===== config.mk =====
export PLATFORM = sky130hd
export DESIGN_NAME = alu_rr_arbiter
export DESIGN_NICKNAME = d
export VERILOG_FILES = /design/src/rtl/alu_pkg.sv /design/src/rtl/eight_bit.sv /design/src/rtl/alu_rr_arbiter.sv
export SDC_FILE = /design/constraint.sdc
export NUM_CORES = 1
export LEC_CHECK = 0
export ABC_AREA = 1
export CAP_MARGIN = 20
export CORE_ASPECT_RATIO = 0.8
export CORE_MARGIN = 2
export CORE_UTILIZATION = 46
export CTS_BUF_LIST = sky130_fd_sc_hd__clkbuf_4
export CTS_CLUSTER_SIZE = 40
export DETAILED_ROUTE_END_ITERATION = 8
export HOLD_SLACK_MARGIN = 0.06
export MAX_ROUTING_LAYER = met4
export PLACE_DENSITY = 0.78
export SLEW_MARGIN = 20
export SYNTH_ARGS = -nofsm -noshare
export SYNTH_HDL_FRONTEND = slang
export SYNTH_SLANG_ARGS = --single-unit

===== constraint.sdc =====
create_clock -name clk -period 2 [get_ports clk]
set_input_delay 0.4 -clock clk [delete_from_list [all_inputs] [get_ports clk]]
set_output_delay 0.4 -clock clk [all_outputs]
set_load 0.02 [all_outputs]

===== src/rtl/alu_pkg.sv =====
// rtl/alu_pkg.sv - shared types and constants for the round-robin ALU arbiter
//
// Purpose: state encoding, opcode values and datapath width shared by
//          alu_rr_arbiter and its eight_bit datapath.
// Ports:   none (package).

package alu_pkg;

   localparam int DATA_W = 8;

   localparam logic OPC_ADD = 1'b0;
   localparam logic OPC_SUB = 1'b1;

   typedef enum logic [1:0] {
      IDLE = 2'd0,
      EXEC = 2'd1,
      RESP = 2'd2
   } state_t;

endpackage


===== src/rtl/eight_bit.sv =====
// rtl/eight_bit.sv - combinational 8-bit add/subtract unit
//
// Purpose: {Carry,Sum} = A + B + Cin for add, A + ~B + Cin for subtract.
//          With Cin=1 the subtract yields A-B and Carry=1 means no borrow.
// Ports:   A, B    in  operands
//          Cin     in  carry-in
//          opcode  in  OPC_ADD / OPC_SUB
//          Sum     out 8-bit result, wraps modulo 256
//          Carry   out carry-out of the 9-bit result

module eight_bit
   import alu_pkg::*;
(
   input  logic [DATA_W-1:0] A,
   input  logic [DATA_W-1:0] B,
   input  logic              Cin,
   input  logic              opcode,
   output logic [DATA_W-1:0] Sum,
   output logic              Carry
);

   logic [DATA_W-1:0] b_eff;

   always_comb begin
      b_eff = (opcode == OPC_SUB) ? ~B : B;
      {Carry, Sum} = {1'b0, A} + {1'b0, b_eff} + {{DATA_W{1'b0}}, Cin};
   end

endmodule


===== src/rtl/alu_rr_arbiter.sv =====
// rtl/alu_rr_arbiter.sv - round-robin sharing of one eight_bit adder by two requesters
//
// Purpose: arbitrates two valid/ready request channels, registers the granted
//          operands, runs them through the eight_bit datapath for one cycle and
//          holds the tagged result on a valid/ready response channel.
// Ports:   clk, rst_n                     clock, async active-low reset
//          req0_* / req1_*                valid, ready, a, b, cin, op per requester
//          rsp_valid, rsp_ready           response handshake
//          rsp_id, rsp_sum, rsp_carry     response payload
//          busy                           high in EXEC or RESP
//          op_count                       completed response handshakes (wraps)

module alu_rr_arbiter
   import alu_pkg::*;
#(
   parameter int CNT_W = 16
) (
   input  logic              clk,
   input  logic              rst_n,
   input  logic              req0_valid,
   output logic              req0_ready,
   input  logic [DATA_W-1:0] req0_a,
   input  logic [DATA_W-1:0] req0_b,
   input  logic              req0_cin,
   input  logic              req0_op,
   input  logic              req1_valid,
   output logic              req1_ready,
   input  logic [DATA_W-1:0] req1_a,
   input  logic [DATA_W-1:0] req1_b,
   input  logic              req1_cin,
   input  logic              req1_op,
   output logic              rsp_valid,
   input  logic              rsp_ready,
   output logic              rsp_id,
   output logic [DATA_W-1:0] rsp_sum,
   output logic              rsp_carry,
   output logic              busy,
   output logic [CNT_W-1:0]  op_count
);

   state_t            state_q;
   state_t            state_d;
   logic              last_grant_q;
   logic [DATA_W-1:0] a_q;
   logic [DATA_W-1:0] b_q;
   logic              cin_q;
   logic              op_q;
   logic              id_q;

   logic              grant0;
   logic              grant1;
   logic              accept;
   logic [DATA_W-1:0] alu_sum;
   logic              alu_carry;

   // A lone valid always wins; on a tie the requester not served last wins.
   always_comb begin
      grant0 = req0_valid && (!req1_valid || last_grant_q);
      grant1 = req1_valid && (!req0_valid || !last_grant_q);
   end

   // Gating with rst_n keeps both readies low while reset is held even though
   // the state register already sits in IDLE.
   assign req0_ready = rst_n && (state_q == IDLE) && grant0;
   assign req1_ready = rst_n && (state_q == IDLE) && grant1;
   assign accept     = req0_ready || req1_ready;
   assign busy       = (state_q != IDLE);

   always_comb begin
      state_d = state_q;
      case (state_q)
         IDLE:    if (accept) state_d = EXEC;
         EXEC:    state_d = RESP;
         RESP:    if (rsp_ready) state_d = IDLE;
         default: state_d = IDLE;
      endcase
   end

   always_ff @(posedge clk or negedge rst_n) begin
      if (!rst_n) begin
         state_q      <= IDLE;
         last_grant_q <= 1'b1;
         a_q          <= '0;
         b_q          <= '0;
         cin_q        <= 1'b0;
         op_q         <= 1'b0;
         id_q         <= 1'b0;
         rsp_valid    <= 1'b0;
         rsp_id       <= 1'b0;
         rsp_sum      <= '0;
         rsp_carry    <= 1'b0;
         op_count     <= '0;
      end else begin
         state_q <= state_d;

         // Operands are sampled only here, so the requester may change or
         // drop its inputs freely once the handshake has happened.
         if (accept) begin
            a_q          <= grant1 ? req1_a   : req0_a;
            b_q          <= grant1 ? req1_b   : req0_b;
            cin_q        <= grant1 ? req1_cin : req0_cin;
            op_q         <= grant1 ? req1_op  : req0_op;
            id_q         <= grant1;
            last_grant_q <= grant1;
         end

         if (state_q == EXEC) begin
            rsp_sum   <= alu_sum;
            rsp_carry <= alu_carry;
            rsp_id    <= id_q;
            rsp_valid <= 1'b1;
         end else if (rsp_valid && rsp_ready) begin
            rsp_valid <= 1'b0;
            op_count  <= op_count + {{(CNT_W-1){1'b0}}, 1'b1};
         end
      end
   end

   eight_bit u_alu (
      .A      (a_q),
      .B      (b_q),
      .Cin    (cin_q),
      .opcode (op_q),
      .Sum    (alu_sum),
      .Carry  (alu_carry)
   );

endmodule


### Word level (Yosys, flattened, before mapping)

Cells that the tools add are included.

* bitwise gates (word level): 2
* shift-type cells: 0
* add/sub/neg operators: 3
* multiplexer cells: 10
* $mul: 0
* reductions and logical operators: 17
* order comparisons: 0
* equal/unequal tests: 4
* div/mod/pow operators: 0

Operators with widths (number)
* 8-bit two-way mux: 3
* 16-bit by 1-bit adder with 16-bit output, second input constant: 1
* 8-bit by 8-bit adder with 9-bit output: 1
* 9-bit by 1-bit adder with 9-bit output: 1
* 8-bit NOT: 1
* 1-bit logical AND: 6
* 2-bit case mux with 3 select lines: 1
* 1-bit two-way mux: 4
* 2-bit two-way mux: 2
* 2-bit inequality test, second input constant: 2
* 2-bit AND reduction: 2
* 2-bit nonzero test: 2
* 1-bit logical NOT: 3
* 1-bit logical OR: 3
* 2-bit by 1-bit == test with 1-bit output, second input constant: 1
* 2-bit == test, second input constant: 1
* 2-bit logical NOT: 1
* 1-bit NOT: 1

* bits in read-only memories: 0
* register bits: 49
* memories: 0
* bits in writable memories: 0
* latch bits: 0

### Logic depth before layout (Yosys ltp)

Gate-level depths: netlist of the first run.

* depth in word-level cells: 7
* mapped depth: 12
* mapped depth without buffers: 11

### Hierarchy

Synthesis of the first run repeated with hierarchy kept, for this count alone.

* cells, all modules: 401
* area, all modules: 2959.1 um^2

By module, submodules not included
* alu_rr_arbiter: area an instance 2489.9 um^2, times used 1, cells each 322
* eight_bit: area an instance 469.2 um^2, times used 1, cells each 79

### Worst setup path before layout of the first run

Ideal clock, no wire load.

* kind: reg2reg
* from: register op_q
* to: register rsp_sum[6]
* stages on the path, launching flop included: 13
* setup time: 117 ps
* required time: 1883 ps
* setup slack: -24 ps
* arrival time: 1907 ps
* path through: dfrtp_1 buf_2 xnor2_1 fa_1 fa_1 inv_1 nand2_1 nand2_1 nand3b_1 nand2_1 nand2_1 nand3_1 nand2_1

* longest elaborated chain between the ends: 3

RTL lines
* start: declaration: line alu_rr_arbiter.sv:47 `logic op_q;`
* start signal: assignment: line alu_rr_arbiter.sv:102 `op_q <= grant1 ? req1_op : req0_op;`
* 8-bit two-way mux: line eight_bit.sv:25 `b_eff = (opcode == OPC_SUB) ? ~B : B;`
* 8-bit by 8-bit adder with 9-bit output: line eight_bit.sv:26 `{Carry, Sum} = {1'b0, A} + {1'b0, b_eff} + {{DATA_W{1'b0}}, Cin};`
* 9-bit by 1-bit adder with 9-bit output: line eight_bit.sv:26
* end signal: assignment: line alu_rr_arbiter.sv:108 `rsp_sum <= alu_sum;`
* end: declaration: line alu_rr_arbiter.sv:35 `output logic [DATA_W-1:0] rsp_sum,`

Every way passes these cells.
A chain may end at the register's enable or synchronous reset.

### Final worst setup path of the first run

* from: register b_q[0]
* to: register rsp_sum[6]

* longest elaborated chain between the ends: 4

RTL lines
* start: declaration: line alu_rr_arbiter.sv:45 `logic [DATA_W-1:0] b_q;`
* start signal: assignment: line alu_rr_arbiter.sv:100 `b_q <= grant1 ? req1_b : req0_b;`
* 8-bit NOT: line eight_bit.sv:25
* 8-bit two-way mux *: line eight_bit.sv:25
* 8-bit by 8-bit adder with 9-bit output *: line eight_bit.sv:26
* 9-bit by 1-bit adder with 9-bit output *: line eight_bit.sv:26

Mark *: on every way between the ends. The rest lies on a longest branch, timed or not.

==> impl_results.md, run 1 <==
- Layout cell share with drive strength beyond 1: 10.4%
- Final core utilization: roughly 63%
- CP Cell Sequence: xnor2_2 > fa_2 > fa_2 > inv_2 > nand2_2 > nand2_1 > nand3b_1 > nand2_1 > nand2_1 > nand3_1 > nand2_1
- Synth cell types: 30
- Fmax achieved: 512 MHz
- Finished Cell Area: roughly 0.0038 mm²
- Routed Antenna Nets: 0
- CTS H-Tree Depth: 2
- Cells after Synth: between 300 and 400
- Maxcap violations: 0
- Measured slew at the worst slew-check pin: about 0.61 ns
- Endpoints failing hold: 0
- First-pass GRT wire length: between 10 and 15 mm
- DR WL/cell: 11.8 µm
- Setup_tns: 0 ns
- Critical path type: register to register
- CP Launch Type: register
- GRT Total Usage: approximately a fifth
- DRC: 0
- Drt pass-1 iters: 4
- Clk Latency, worst-skew pair: 0.37 ns
- Die X: slightly above 90 µm
- Layout net count: 511
- Most frequent cells in the layout: 153 x nand2_1, 65 x clkdlybuf4s50_1, 48 x dfrtp_1
- Max_slew headroom: between 50% and 60%
- Tmin final: 1.95 ns
- Worst Path Buf+Inv: 1
- Max VDD drop: just under 0.0006 V
- Die Span Y: between 70 and 80 µm
- Vias in the first global route: 2498
- CTS tree: yes
- Most used cell, CP: nand2_1
- Mapped Area: around 0.0029 mm²
- Status: complete, no violations
- Port Buffers: 70
- Die area: approximately 0.0070 mm²
- Vias: between 2000 and 3000
- Largest stage delay, worst path: around 0.44 ns
- Unrepaired setup endpoints after global routing: yes
- IO Count: just over 70
- Sinks on the clock net: 49
- CP max stage cell: dfrtp_1
- Row cnt: 25
- Global route total overflow: 0
- Initial antenna violation count: 0
- Area delta synth->final: 30.6%
- Hold/Removal Path Class: input port to asynchronous set/reset pin
- Mean Syn Cell Area: 7.66 µm²
- Storage element area: roughly 0.0012 mm²
- Clk slew on worst S/H paths: roughly 0.14 ns
- Sequential fraction of the synthesis area: 41.9%
- Routability Congestion: between 0.8 and 0.9
- CP delay by family, top: adder cells
- Clk root buf: clkbuf_4
- Core Area: 0.00604 mm²
- Largest net degree at the start of global routing: 50
- Final Cycle Share: between 90% and 100%
- P per Cell Area: around 1400 mW/mm²
- Pins over their slew limit: 0
- Yosys reg bits: 49
- Mapped Nets: around 430
- Leading cell type in the layout, fill and taps excluded: nand2_1
- Number of filler cells placed in the layout: around 520
- DRT iter0 DRCs: between 100 and 150
- Hold WS: 0.132 ns
- Hold_buf cts: 0
- Hpwl dp: about 4.9 mm
- Final WL: 6.37 mm
- # diodes: 0
- Crit. End Element: register
- Post-DP Area: about 0.0037 mm²
- Post-place setup slack: -0.259 ns
- Ys Warns: 0
- Longest Clk Path Bufs: 2
- Avg Vias per Cell: 4.78
- Required time of the critical path: between 2 and 2.5 ns
- Starting density of the core: 48.5%
- CTS Buf Count: 5
- Crit path max fanout: 3
- Final setup viols: 0
- Leakage: ~2.0 nW
- Area of the multi-input gates: roughly 0.0015 mm²
- Final WS setup: between 0.04 and 0.05 ns
- Worst clock skew: roughly 0.012 ns
- Critical Path AT: 2.23 ns
## registers in the layout (all words and copies together) (netlist names)
| name | cells |
|---|---|
| a_q | 8 |
| b_q | 8 |
| cin_q | 1 |
| id_q | 1 |
| last_grant_q | 1 |
| op_count | 16 |
| op_q | 1 |
| rsp_carry | 1 |
| rsp_id | 1 |
| rsp_sum | 8 |
| rsp_valid | 1 |
| state_q | 2 |
## report_power, final
part           total, mW  switching, mW  leakage, nW  internal (mW)
clock network      0.583          0.309       0.0433          0.274
registers           1.63          0.276        0.626           1.36
logic               2.96           1.67         1.28           1.29
## stage by stage
step	total power [mW]	cells
floorplan	3.61	382
global placement	4.35	530
detailed placement	4.44	530
CTS	5.05	538
global route	5.69	542
finish	5.17	542
## final cells by class
type                    instances  share of cell area [%]
flip-flops and latches         49                    32.1
clock inverters                 2                   0.884
inverters                      36                    3.54
multi-input cells             286                    39.3
well taps                      81                    2.65
repair buffers                 82                    20.3
clock buffers                   6                    1.18
## metal layers
metal	routed length (µm)	share of wire [%]	global-route usage [%]
met5	0	0	-
met4	94	1.5	5.72
met3	315	4.9	3.46
met2	2930	46	33.9
met1	3040	48	26.6
## cell usage after synthesis
cell / instances / share of area [%]
clkbuf_1: 1 / 0.13
a21oi_1: 4 / 0.68
buf_6: 4 / 1.5
nand2_2: 2 / 0.43
nand3_1: 44 / 7.5
nor2_4: 3 / 1.2
nand2_8: 1 / 0.68
inv_1: 32 / 4.1
inv_2: 4 / 0.51
ha_1: 8 / 3.4
xnor2_1: 6 / 1.8
nand2_1: 154 / 20
nor2_1: 23 / 2.9
xor2_1: 11 / 3.3
a211oi_1: 1 / 0.26
dfrtp_1: 48 / 41
nand3_4: 2 / 1.2
or2_2: 1 / 0.21
fa_1: 2 / 1.4
nand2_4: 2 / 0.77
nor3_1: 1 / 0.17
nand3b_1: 4 / 1.0
o21ai_2: 3 / 0.90
dfstp_2: 1 / 0.90
buf_4: 2 / 0.51
o21ai_0: 11 / 1.9
o211ai_4: 1 / 0.73
o21ai_1: 1 / 0.17
buf_2: 4 / 0.68
nand4_1: 1 / 0.21
## worst paths after layout
check	start	endpoint	slack, ns	cells past startpoint
worst min-delay path	rst_n	a_q[2]	0.13	2
max in group asynchronous	rst_n	state_q[1]	1.45	2
worst max register to register	b_q[0]	rsp_sum[6]	0.05	11
worst min register to register	rsp_sum[3]	rsp_sum[3]	0.50	2
worst max-delay path	b_q[0]	rsp_sum[6]	0.05	11
min in group clk	rsp_sum[3]	rsp_sum[3]	0.50	2
## repair_timing
item	CTS	global route
setup endpoints to repair	4	8
setup buffers	0	4
gates resized for setup	8	8
pin swaps	0	4
## cells by family after synthesis
group                    after synthesis  share of synthesized area (%)
XOR/XNOR                              17                           5.09
adder cells (fa/ha/maj)               10                           4.79
AO/OA/AOI/OAI                         21                           4.62
AND/OR/NAND/NOR                      238                           36.1
flip-flops                            49                           41.9
buffers and inverters                 47                           7.48
Power figures use the tool's default switching activity.
==> inputs of run 2 (changes only) <==
CORE_UTILIZATION = 47   (was 46)
PLACE_DENSITY = 0.76   (was 0.78)
clock period = 2.1 ns   (was 2 ns; I/O delays follow)
==> impl_results.md, run 2 (same netlist as run 1, synthesis figures left out) <==
- Required time of the critical path: 1.68 ns (-0.60 ns)
- Clk slew on worst S/H paths: 0.14 ns (about the same)
- Largest net degree at the start of global routing: 50 (unchanged)
- P per Cell Area: 1270 mW/mm² (-5.9%)
- Post-place setup slack: -0.189 ns (+0.0695 ns)
- Most frequent cells in the layout: 154 x nand2_1, 67 x clkdlybuf4s50_1, 48 x dfrtp_1
- Crit path max fanout: 2 (-1)
- Measured slew at the worst slew-check pin: 0.602 ns (-0.00774 ns)
- Endpoints failing hold: 0 (unchanged)
- Crit. End Element: output port
- Hold_buf cts: 0 (unchanged)
- Hpwl dp: 4.87 mm (-1.0%)
- CTS H-Tree Depth: 2 (unchanged)
- Layout net count: 506 (-0.98%)
- Avg Vias per Cell: 4.74 (-0.82%)
- IO Count: 71 (unchanged)
- Final Cycle Share: 95.6%
- # diodes: 0 (unchanged)
- Setup bufs post-CTS: 0 (unchanged)
- Row cnt: 25 (unchanged)
- Biggest register: op_count
- Clk Latency, worst-skew pair: 0.36 ns (about the same)
- Global route total overflow: 0 (unchanged)
- First-pass GRT wire length: 10.8 mm (-3.1%)
- CP Launch Type: register
- Pins over their slew limit: 0 (unchanged)
- Core Area: 0.00597 mm² (-1.0%)
- CTS Buf Count: 5 (unchanged)
- Critical path type: register to output port
- Max_slew headroom: 59.8% (+0.52 points)
- CTS tree: yes
- Hold/Removal Path Class: input port to asynchronous set/reset pin
- DR WL/cell: 11.6 µm (-0.95%)
- Critical Path AT: 1.59 ns (-0.64 ns)
- Max FFs per register: 16 (unchanged)
- Leading cell type in the layout, fill and taps excluded: nand2_1
- Status: complete, no violations
- Vias: 2547 (-1.7%)
- Number of filler cells placed in the layout: 554 (+5.7%)
- Sinks on the clock net: 49 (unchanged)
- Routed Antenna Nets: 0 (unchanged)
- Drt pass-1 iters: 4 (unchanged)
- Final WS setup: 0.0931 ns (+0.0457 ns)
- Final setup viols: 0 (unchanged)
- DRC: 0 (unchanged)
- Die Span Y: 74.6 µm (-1.0%)
- Tmin final: between 2 and 2.5 ns
- Starting density of the core: 49.0% (+0.51 points)
- Longest Clk Path Bufs: 2 (unchanged)
- Layout cell share with drive strength beyond 1: 8.99% (-1.4 points)
- Vias in the first global route: 2410 (-3.5%)
- Final WL: 6.25 mm (-1.9%)
- Unrepaired setup endpoints after global routing: no
- Initial antenna violation count: 0 (unchanged)
- Setup_tns: 0 ns (unchanged)
- Die X: 92.2 µm (-1.0%)
- GRT Total Usage: 20.1% (-0.42 points)
- Area delta synth->final: 29.1%
- Worst clock skew: 0.0178 ns (+0.00554 ns)
- Max VDD drop: 0.000462 V (-22%)
- Maxcap violations: 0 (unchanged)
- Leakage: 1.91 nW (-2.1%)
- DRT iter0 DRCs: 106 (-21%)
- Routability Congestion: 0.806 (-1.8%)
- Fmax achieved: between 400 and 500 MHz
- Port Buffers: 70 (unchanged)
- Die area: 0.00688 mm² (-2.0%)
- Clk root buf: clkbuf_4
[run 2: per-stage QoR]
| stage | utilization (%) | hold slack (ns) | power (mW) | area (µm²) | instances |
|---|---|---|---|---|---|
| after floorplan | - | 0.124 | 3.44 | 2930 | 382 |
| after CTS | 63.1 | 0.164 | 4.80 | 3770 | 537 |
| after global placement | 61.8 | 0.462 | 4.15 | 3690 | 529 |
| after detailed placement | 61.8 | 0.466 | 4.25 | 3690 | 529 |
| after global routing | 63.2 | 0.197 | 5.27 | 3780 | 537 |
| final | 63.2 | 0.158 | 4.81 | 3780 | 537 |
[run 2: routing by layer]
metal / global-route usage (%) / vias up / part of all wire, %
met1: 26.9 / 1147 / 49
met3: 2.94 / 6 / 3.7
met4: 4.81 / 0 / 0.74
met2: 32.7 / 51 / 46
li1: - / 1343 / -
met5: - / - / 0
[run 2: where the power goes]
group | leakage (nW) | switching, mW | total, mW | internal, mW
Clock | 0.0433 | 0.289 | 0.550 | 0.261
Sequential | 0.626 | 0.262 | 1.55 | 1.29
Combinational | 1.24 | 1.56 | 2.71 | 1.15
Total | 1.91 | 2.11 | 4.81 | 2.70
[run 2: final timing paths]
kind,slack [ns],from,end,cells past startpoint
min,0.16,rst_n,rsp_sum[2],2
max,0.09,state_q[0],busy,3
max reg2reg,0.10,op_q,rsp_sum[4],9
min reg2reg,0.50,rsp_sum[5],rsp_sum[5],2
max in group asynchronous,1.54,rst_n,a_q[5],2
min in group clk,0.50,rsp_sum[5],rsp_sum[5],2
[run 2: final cells by class]
cell class	count	area (µm²)	area share, %
multi-input combinational	286	1500	39.6
sequential	49	1230	32.5
timing repair buffer	77	738	19.5
inverter	36	135	3.58
tap	81	101	2.68
clock buffer	6	45.0	1.19
clock inverter	2	33.8	0.894
[run 2: critical path, cell delays in order, from the launching register on]
cell and delay, ns:
dfrtp_1 0.43, inv_2 0.06, nand2_2 0.12, clkdlybuf4s50_1 0.61
[run 2: repair_timing]
item	in CTS	in global routing
setup endpoints to repair	2	5
pin swaps	0	2
resized for setup	2	8
endpoints found under the hold margin	0	0
